===== config.mk =====
export PLATFORM = sky130hd
export DESIGN_NAME = clk_counter_leds_modes
export DESIGN_NICKNAME = d
export VERILOG_FILES = /design/src/rtl/clk_counter_leds_modes.sv
export SDC_FILE = /design/constraint.sdc
export NUM_CORES = 1
export LEC_CHECK = 0
export ABC_AREA = 1
export ABC_CLOCK_PERIOD_IN_PS = 3100
export CORE_MARGIN = 3
export CORE_UTILIZATION = 58
export DETAILED_ROUTE_END_ITERATION = 16
export PLACE_DENSITY = 0.76
export SLEW_MARGIN = 20
export SYNTH_ARGS = -nofsm -noshare
export SYNTH_HDL_FRONTEND = slang
export SYNTH_SLANG_ARGS = --single-unit
export TNS_END_PERCENT = 100

===== constraint.sdc =====
create_clock -name EXTCLK -period 3.1 [get_ports EXTCLK]
set_input_delay 0.62 -clock EXTCLK [delete_from_list [all_inputs] [get_ports EXTCLK]]
set_output_delay 0.62 -clock EXTCLK [all_outputs]
set_load 0.02 [all_outputs]

===== src/rtl/clk_counter_leds_modes.sv =====
// DE0-Nano top: free-running counter shown on LEDG, KEY[1] presses cycle UP/DOWN/GRAY/PAUSE.
// Define CLKCNT_SCANNER_EN to add a bouncing one-hot SCAN mode after PAUSE.
module clk_counter_leds_modes #(
    parameter int CNT_WIDTH       = 32,
    parameter int LED_WIDTH       = 8,
    parameter int LED_LSB         = CNT_WIDTH - LED_WIDTH,
    parameter int DEBOUNCE_CYCLES = 1_000_000
) (
    input  logic                 EXTCLK,
    input  logic [1:0]           KEY,
    output logic [LED_WIDTH-1:0] LEDG
);
    localparam int             DBW    = $clog2(DEBOUNCE_CYCLES + 1);
    localparam logic [DBW-1:0] DB_MAX = DBW'(DEBOUNCE_CYCLES);

    localparam logic [2:0] ST_UP    = 3'd0;
    localparam logic [2:0] ST_DOWN  = 3'd1;
    localparam logic [2:0] ST_GRAY  = 3'd2;
    localparam logic [2:0] ST_PAUSE = 3'd3;
`ifdef CLKCNT_SCANNER_EN
    localparam logic [2:0] ST_SCAN  = 3'd4;
`endif

    logic                 w_rst_n;
    logic [1:0]           r_sync;
    logic                 r_deb;
    logic [DBW-1:0]       r_deb_cnt;
    logic                 r_press;
    logic [2:0]           r_mode;
    logic [2:0]           w_mode_nxt;
    logic [CNT_WIDTH-1:0] r_clkcounter;
    logic [LED_WIDTH-1:0] w_s;
    logic [LED_WIDTH-1:0] w_led_nxt;
    logic                 w_unused;

    assign w_rst_n  = KEY[0];
    assign w_s      = r_clkcounter[LED_LSB +: LED_WIDTH];
    assign w_unused = ^r_clkcounter;

    // Press pulse fires on the same edge the debounced level falls.
    always_ff @(posedge EXTCLK or negedge w_rst_n) begin
        if (!w_rst_n) begin
            r_sync    <= 2'b11;
            r_deb     <= 1'b1;
            r_deb_cnt <= '0;
            r_press   <= 1'b0;
        end else begin
            r_sync  <= {r_sync[0], KEY[1]};
            r_press <= 1'b0;
            if (r_sync[1] == r_deb) begin
                r_deb_cnt <= '0;
            end else if (r_deb_cnt == DB_MAX) begin
                r_deb     <= r_sync[1];
                r_deb_cnt <= '0;
                r_press   <= r_deb;
            end else begin
                r_deb_cnt <= r_deb_cnt + DBW'(1);
            end
        end
    end

    always_comb begin
        w_mode_nxt = r_mode;
        if (r_press) begin
            case (r_mode)
                ST_UP:    w_mode_nxt = ST_DOWN;
                ST_DOWN:  w_mode_nxt = ST_GRAY;
                ST_GRAY:  w_mode_nxt = ST_PAUSE;
`ifdef CLKCNT_SCANNER_EN
                ST_PAUSE: w_mode_nxt = ST_SCAN;
`endif
                default:  w_mode_nxt = ST_UP;
            endcase
        end
    end

`ifdef CLKCNT_SCANNER_EN
    localparam int            PW      = $clog2(LED_WIDTH);
    localparam logic [PW-1:0] POS_MAX = PW'(LED_WIDTH - 1);

    logic [PW-1:0] r_pos;
    logic          r_dir_dn;
    logic          w_step;

    generate
        if (LED_LSB == 0) begin : g_step_all
            assign w_step = 1'b1;
        end else begin : g_step_lsb
            assign w_step = &r_clkcounter[LED_LSB-1:0];
        end
    endgenerate

    // Position only moves while in SCAN, so re-entry resumes where it left off.
    always_ff @(posedge EXTCLK or negedge w_rst_n) begin
        if (!w_rst_n) begin
            r_pos    <= '0;
            r_dir_dn <= 1'b0;
        end else if (r_mode == ST_SCAN && w_step) begin
            if (!r_dir_dn) begin
                if (r_pos == POS_MAX) begin
                    r_dir_dn <= 1'b1;
                    r_pos    <= r_pos - PW'(1);
                end else begin
                    r_pos <= r_pos + PW'(1);
                end
            end else begin
                if (r_pos == '0) begin
                    r_dir_dn <= 1'b0;
                    r_pos    <= PW'(1);
                end else begin
                    r_pos <= r_pos - PW'(1);
                end
            end
        end
    end
`endif

    always_comb begin
        w_led_nxt = w_s;
        case (r_mode)
            ST_GRAY: w_led_nxt = w_s ^ (w_s >> 1);
`ifdef CLKCNT_SCANNER_EN
            ST_SCAN: w_led_nxt = LED_WIDTH'(1) << r_pos;
`endif
            default: w_led_nxt = w_s;
        endcase
    end

    // Counter and LEDs both act on the pre-edge mode, so a wrap coinciding
    // with a press completes under the old mode.
    always_ff @(posedge EXTCLK or negedge w_rst_n) begin
        if (!w_rst_n) begin
            r_mode       <= ST_UP;
            r_clkcounter <= '0;
            LEDG         <= '0;
        end else begin
            r_mode <= w_mode_nxt;
            LEDG   <= w_led_nxt;
            case (r_mode)
                ST_DOWN:  r_clkcounter <= r_clkcounter - CNT_WIDTH'(1);
                ST_PAUSE: r_clkcounter <= r_clkcounter;
                default:  r_clkcounter <= r_clkcounter + CNT_WIDTH'(1);
            endcase
        end
    end

endmodule


==> impl_metrics.env, run 1 <==
export IMPL_status="complete, no violations"
export IMPL_grt_setup_unrepaired="no"
export IMPL_gp_congestion=0.997
export IMPL_ys_types=32
export IMPL_critPathLaunchType="flop"
export IMPL_worst_r2r_path_depth=14
export IMPL_yosys_warnings=0
export IMPL_reg2reg_from="r_mode[1]"
export IMPL_wl_met2_mm=6.37
export IMPL_h_tree_depth=3
export IMPL_gr_usage_all_layers_pct=27.9
export IMPL_ys_ff_latch=66
export IMPL_maxSlewViolCount=0
export IMPL_layout_drive_gt1_share_pct=5.16
export IMPL_die_y_um=101
export IMPL_power_leakage_uw=0.00321
export IMPL_cts_inserted_buffers=9
export IMPL_cts_sinks=66
export IMPL_clock_path_buffers=2
export IMPL_wire_per_inst_um=13.2
export IMPL_synth_largest_area_cell="dfrtp_1"
export IMPL_grt_max_degree=44
export IMPL_drtIter0Drc=304
export IMPL_synth_edf_count=0
export IMPL_grt_antenna_before_repair=0
export IMPL_fin_setup_tns_ns=0
export IMPL_pre_cts_ws_ns=0.546
export IMPL_die_area_um2=10300
export IMPL_routed_wl_met3_um=757
export IMPL_netlist_area_um2=5280
export IMPL_synthXorXnorAreaFrac_pct=3.49
export IMPL_detail_route_wirelength_mm=13.5
export IMPL_worst_slew_pin_slew_ns=0.863
export IMPL_cts_hold_buf=0
export IMPL_ys_dominant_reg_cell="dfrtp_1"
export IMPL_core_um2=8760
export IMPL_ys_seq_area_share_pct=31.4
export IMPL_crit_fanout=33
export IMPL_synthAdderAreaFrac_pct=2.13
export IMPL_antennaDiodeCount=0
export IMPL_required_ns=3.34
export IMPL_hold_viol_final=0
export IMPL_skew_ns=0.00907
export IMPL_synth_most_common_cell="nand2_1"
export IMPL_comb_power_share_pct=2.0
export IMPL_syn_num_nets=909
export IMPL_crit_path_end_kind="flop"
export IMPL_die_width_um=101
export IMPL_crit_type="flop to flop"
export IMPL_nets=918
export IMPL_internal_power_uw=1420
export IMPL_hpwl_mm=10.2
export IMPL_yosys_area_share_simple_pct=42.3
export IMPL_switching_power_uw=411
export IMPL_grt_pass1_vias=5065
export IMPL_drtAntennaViolNets=0
export IMPL_gr_total_overflow=0
export IMPL_async_reset_ff_share_pct=100
export IMPL_maxCapViolations=0
export IMPL_topRoutingLayerUsed="met4"
export IMPL_fin_crit_sh_pct=83.7
export IMPL_dr_pass1_iters=13
export IMPL_synthCells=897
export IMPL_power_uw=1830
export IMPL_p_seq_share_pct=47.5
export IMPL_vias_per_cell=5.25
export IMPL_synth_top_family_by_area="simple AND/OR/NAND/NOR gates"
export IMPL_irDropWorstVdd_mv=0.265
export IMPL_initial_utilization_pct=60.2
export IMPL_worst_hold_slack_ns=0.297
export IMPL_portBuffers=10
export IMPL_setup_ws_ns=0.506
export IMPL_ctsResizeCount=0
export IMPL_min_period_ns=2.59
export IMPL_clkPwrFrac_pct=50.4
export IMPL_netlist_area_leader_share_pct=29.9
export IMPL_cts_setup_buffers=0
export IMPL_area_growth_pct=8.11
export IMPL_synth_compound_area_share_pct=7.54
export IMPL_timing_slew_headroom_pct=42.4
export IMPL_clkSlewWorstSetupHoldPaths_ns=0.08
export IMPL_drc_errors=0
export IMPL_cts_tree="yes"
export IMPL_synth_area_mux_share_pct=0
export IMPL_r2r_end="r_clkcounter[27]"
export IMPL_swShare_pct=22.5
export IMPL_max_freq_ghz=0.385
export IMPL_power_density_nw_per_um2=320
export IMPL_synth_avg_cell_area_um2=5.88
export IMPL_met1_length_mm=5.97
export IMPL_rows=34
export IMPL_setup_viol=0
export IMPL_clk_latency_ns=0.35
export IMPL_critPathArrivalTime_ns=2.83
export IMPL_hp_class="input port to asynchronous set/reset pin"
export IMPL_root_buffer="clkbuf_8"
export IMPL_ios=11
export IMPL_num_vias=5347
export IMPL_rrSetupSlack_ns=0.51
export IMPL_grt_pass1_wl_mm=23.0
export IMPL_synth_common_cells="359 x nand2_1, 151 x inv_1, 96 x nor2_1"
export IMPL_fin_util_pct=65.1
export IMPL_synth_area_top_cells="dfrtp_1 30%, nand2_1 26%, inv_1 11%, nor2_1 6.8%, nand3_1 5.5%"
## logic make-up after synthesis
family | Yosys count
adder cells (fa/ha/maj) | 9
XOR/XNOR | 21
AO/OA/AOI/OAI | 77
buffers and inverters | 174
AND/OR/NAND/NOR | 550
flip-flops | 66
## state kept, by name, indices dropped and copies added, names as in the netlist
name          flops
LEDG              8
r_sync            2
r_mode            2
r_clkcounter     32
r_press           1
r_deb_cnt        20
r_deb             1
## how the worst max path moves through the flow
| stage | start | to | slack, ns | cells after the start |
|---|---|---|---|---|
| 3_5_place_dp | r_mode[1] | r_clkcounter[24] | 0.55 | 14 |
| 3_3_place_gp | r_mode[1] | r_clkcounter[28] | 0.65 | 17 |
| 5_1_grt | r_mode[1] | r_clkcounter[28] | 0.13 | 17 |
| 6_report | r_mode[1] | r_clkcounter[27] | 0.51 | 14 |
| 4_1_cts | r_mode[1] | r_clkcounter[28] | 0.54 | 17 |
| 2_1_floorplan | r_mode[1] | r_clkcounter[28] | 0.83 | 18 |
## power groups by stage
stage / Clock (µW) / Combinational, µW / Sequential, µW
6_report: 921 / 37.2 / 869
5_1_grt: 961 / 43.2 / 870
3_5_place_dp: 0 / 38.8 / 886
2_1_floorplan: 0 / 12.2 / 885
4_1_cts: 931 / 38.6 / 869
3_3_place_gp: 0 / 37.7 / 886
## cell usage in the layout, fill, tap and decap left out, types with 3 or more instances in the layout
| cell | n |
|---|---|
| nand4_1 | 5 |
| bufinv_16 | 3 |
| xor2_1 | 16 |
| and2_1 | 3 |
| o21ai_1 | 3 |
| dfrtp_1 | 63 |
| o21ai_0 | 27 |
| inv_1 | 151 |
| ha_1 | 9 |
| nand2_1 | 359 |
| o21bai_1 | 3 |
| inv_2 | 3 |
| nand3_1 | 58 |
| a21oi_1 | 41 |
| nand2_2 | 5 |
| nor2_1 | 96 |
| clkbuf_8 | 9 |
| xnor2_1 | 5 |
| clkdlybuf4s50_1 | 9 |
| nor3_1 | 6 |
| nor2_2 | 10 |
| dfstp_2 | 3 |
| buf_4 | 6 |
## worst max-delay path, stage by stage (launching register included)
cell	delay, ns
dfrtp_1	0.42
inv_1	0.14
ha_1	0.22
buf_4	0.37
nor2_1	0.11
nor2_2	0.27
nand2_1	0.13
nor2_1	0.25
nand2_1	0.10
nor2_1	0.12
nand2_1	0.09
nand2_1	0.07
nand2_1	0.04
nand3_1	0.07
nand2_1	0.07
## per-layer routing
layer	vias to the layer above	GRT usage (%)
li1	2739	-
met1	2406	35.3
met2	164	47.6
met3	38	4.48
met4	0	11.3
met5	-	0
## cell type report
| class | instances | area [µm²] |
|---|---|---|
| repair buffers | 17 | 160 |
| flip-flops and latches | 66 | 1660 |
| inverters | 155 | 582 |
| clock inverters | 7 | 124 |
| well taps | 108 | 135 |
| fillers | 835 | 3060 |
| multi-input cells | 657 | 2930 |
| clock buffers | 9 | 124 |
## metrics by stage
step | std cells | cell area, µm²
floorplan | 897 | 5280
CTS | 1019 | 5710
global route | 1019 | 5710
global placement | 1003 | 5460
detailed placement | 1003 | 5460
finish | 1019 | 5710
No activity file was read; power rests on OpenSTA's default activity.
==> run 2: changes to the inputs <==
--- a/config.mk
+++ b/config.mk
@@ -6,11 +6,11 @@
 export NUM_CORES = 1
 export LEC_CHECK = 0
 export ABC_AREA = 1
-export ABC_CLOCK_PERIOD_IN_PS = 3100
+export ABC_CLOCK_PERIOD_IN_PS = 2200
 export CORE_MARGIN = 3
-export CORE_UTILIZATION = 58
+export CORE_UTILIZATION = 57
 export DETAILED_ROUTE_END_ITERATION = 16
-export PLACE_DENSITY = 0.76
+export PLACE_DENSITY = 0.78
 export SLEW_MARGIN = 20
 export SYNTH_ARGS = -nofsm -noshare
 export SYNTH_HDL_FRONTEND = slang
==> constraint.sdc (replaced) <==
create_clock -name EXTCLK -period 2.2 [get_ports EXTCLK]
set_input_delay 0.44 -clock EXTCLK [delete_from_list [all_inputs] [get_ports EXTCLK]]
set_output_delay 0.44 -clock EXTCLK [all_outputs]
set_load 0.02 [all_outputs]
==> run 2 against run 1 <==
Effect of this change: total power is 29% higher; die area is 1.7% higher; global-route usage is 0.45 points lower; setup slack worse by 0.49 ns; register-to-register slack worse by 0.49 ns; critical path depth is 3 higher; clock power is 16% higher; largest cell class unchanged; utilization is 3.9 points higher; sequential share of layout area is 1.9 points lower.
==> impl_metrics.env, run 2 (synthesis results as in run 1) <==
export IMPL_hp_class="input port to asynchronous set/reset pin"
export IMPL_h_tree_depth=3
export IMPL_crit_type="flop to flop"
export IMPL_die_area_um2=10500
export IMPL_critPathLaunchType="flop"
export IMPL_root_buffer="clkbuf_8"
export IMPL_internal_power_uw=1770
export IMPL_fin_util_pct=69.0
export IMPL_worst_hold_slack_ns=0.0600
export IMPL_die_y_um=102
export IMPL_grt_pass1_vias=5088
export IMPL_irDropWorstVdd_mv=0.369
export IMPL_status="complete, no violations"
export IMPL_drtIter0Drc=383
export IMPL_portBuffers=10
export IMPL_cts_sinks=66
export IMPL_top_regs="r_clkcounter: 32 flops, r_deb_cnt: 20 flops, LEDG: 8 flops"
export IMPL_nets=939
export IMPL_setup_viol=0
export IMPL_grt_max_degree=40
export IMPL_crit_end="r_clkcounter[30]"
export IMPL_gp_congestion=0.987
export IMPL_fin_crit_sh_pct=99.1
export IMPL_clock_path_buffers=2
export IMPL_most_common_layout_cells="332 x nand2_1, 142 x inv_1, 76 x nor2_1"
export IMPL_drtAntennaViolNets=0
export IMPL_dr_pass1_iters=6
export IMPL_p_seq_share_pct=52.1
export IMPL_wire_per_inst_um=13.7
export IMPL_core_um2=8850
export IMPL_cts_inserted_buffers=9
export IMPL_antennaDiodeCount=0
export IMPL_use_met2_pct=45.1
export IMPL_clkPwrFrac_pct=45.4
export IMPL_grt_use_met1_pct=36.4
export IMPL_required_ns=2.45
export IMPL_comb_power_share_pct=2.4
export IMPL_crit_path_end_kind="flop"
export IMPL_hold_viol_final=0
export IMPL_area_growth_pct=15.7
export IMPL_initial_utilization_pct=59.6
export IMPL_grt_busiest_layer="met2"
export IMPL_swShare_pct=24.7
export IMPL_regMostFlops="r_clkcounter"
export IMPL_grt_setup_unrepaired="yes"
export IMPL_maxCapViolations=0
export IMPL_gr_total_overflow=0
export IMPL_timing_slew_headroom_pct=63.5
export IMPL_fillers=753
export IMPL_clkSlewWorstSetupHoldPaths_ns=0.09
export IMPL_grt_antenna_before_repair=0
export IMPL_clk_latency_ns=0.35
export IMPL_min_period_ns=2.18
export IMPL_rows=34
export IMPL_max_freq_ghz=0.459
export IMPL_layout_drive_gt1_share_pct=14.6
export IMPL_grt_pass1_wl_mm=23.0
export IMPL_power_leakage_uw=0.00334
export IMPL_reg2reg_from="r_mode[1]"
export IMPL_ios=11
export IMPL_placed_cell_area_um2=5620
export IMPL_final_common_cell="nand2_1"
export IMPL_power_density_nw_per_um2=385
export IMPL_fin_area_um2=6110
export IMPL_vias_per_cell=5.38
export IMPL_hpwl_mm=10.6
export IMPL_worst_slew_pin_slew_ns=0.548
export IMPL_critPathArrivalTime_ns=2.43
export IMPL_r2r_end="r_clkcounter[30]"
export IMPL_grtUsageMet3_pct=4.16
export IMPL_die_width_um=102
export IMPL_startpoint="r_mode[1]"
export IMPL_detail_route_wirelength_mm=14.3
export IMPL_power_uw=2350
export IMPL_worst_r2r_path_depth=17
export IMPL_largest_reg_flops=32
export IMPL_skew_ns=0.0136
export IMPL_num_vias=5594
export IMPL_rrSetupSlack_ns=0.02
export IMPL_cts_tree="yes"
export IMPL_crit_fanout=25
export IMPL_switching_power_uw=581
export IMPL_gr_usage_all_layers_pct=27.5
export IMPL_maxSlewViolCount=0
export IMPL_drc_errors=0
## run 2: final cells by class
type	instances	area, µm²	share of cell area [%]
Sequential cell	66	1660	27.1
Timing Repair Buffer	38	375	6.15
Multi-Input combinational cell	657	3160	51.7
Clock buffer	9	124	2.03
Clock inverter	7	76.3	1.25
Tap cell	108	135	2.21
Inverter	155	584	9.57
## run 2: how the worst min path moves through the flow
stage,start,end,slack [ns],cells after the start
detailed placement,r_sync[0],r_sync[1],0.35,0
global placement,r_sync[0],r_sync[1],0.35,0
floorplan,KEY[0],LEDG[0],0.14,0
global route,KEY[0],r_clkcounter[3],0.1,1
finish,KEY[0],r_clkcounter[3],0.06,1
CTS,KEY[0],r_clkcounter[3],0.08,1
## run 2: power by group through the flow
stage | Combinational (µW) | Clock (µW) | Sequential (µW)
6_report | 57.4 | 1070 | 1220
2_1_floorplan | 17.2 | 0 | 1250
5_1_grt | 68.8 | 1140 | 1230
3_3_place_gp | 59.0 | 0 | 1250
4_1_cts | 60.1 | 1080 | 1220
3_5_place_dp | 59.8 | 0 | 1250
## run 2: metrics by stage
step,worst slack [ns],TNS (ns),cells
4_1_cts,0.00120,0,1032
2_1_floorplan,0.0366,0,897
3_5_place_dp,-0.0274,-0.0574,1016
6_report,0.0197,0,1040
3_3_place_gp,0.0330,0,1016
5_1_grt,-0.109,-1.39,1040
## run 2: worst max-delay path, cell delays in order, from the launching register on
cell     delay, ns
dfrtp_1       0.41
inv_2         0.09
ha_4          0.20
inv_2         0.07
buf_12        0.16
nand2_1       0.08
nand2_2       0.08
inv_2         0.08
nand2_1       0.12
nor2_2        0.15
and2_1        0.14
nand2_1       0.06
nand2_2       0.11
nand2_1       0.08
nand2_1       0.06
nand2_1       0.05
nand3_1       0.07
nand2_1       0.05
## run 2: routing by layer
layer / share of wire [%] / vias up / routed length [µm]
met2: 47 / 218 / 6770
met4: 2.8 / 0 / 399
met1: 43 / 2559 / 6110
li1: - / 2771 / -
met3: 7.1 / 46 / 1010
met5: 0 / - / 0
## run 2: repair_timing
item                       in CTS  in global routing
gates resized for setup         5                 78
hold buffers                    0                  0
setup endpoints to repair       4                 27
buffers inserted                0                  8
pin swaps                       1                 15
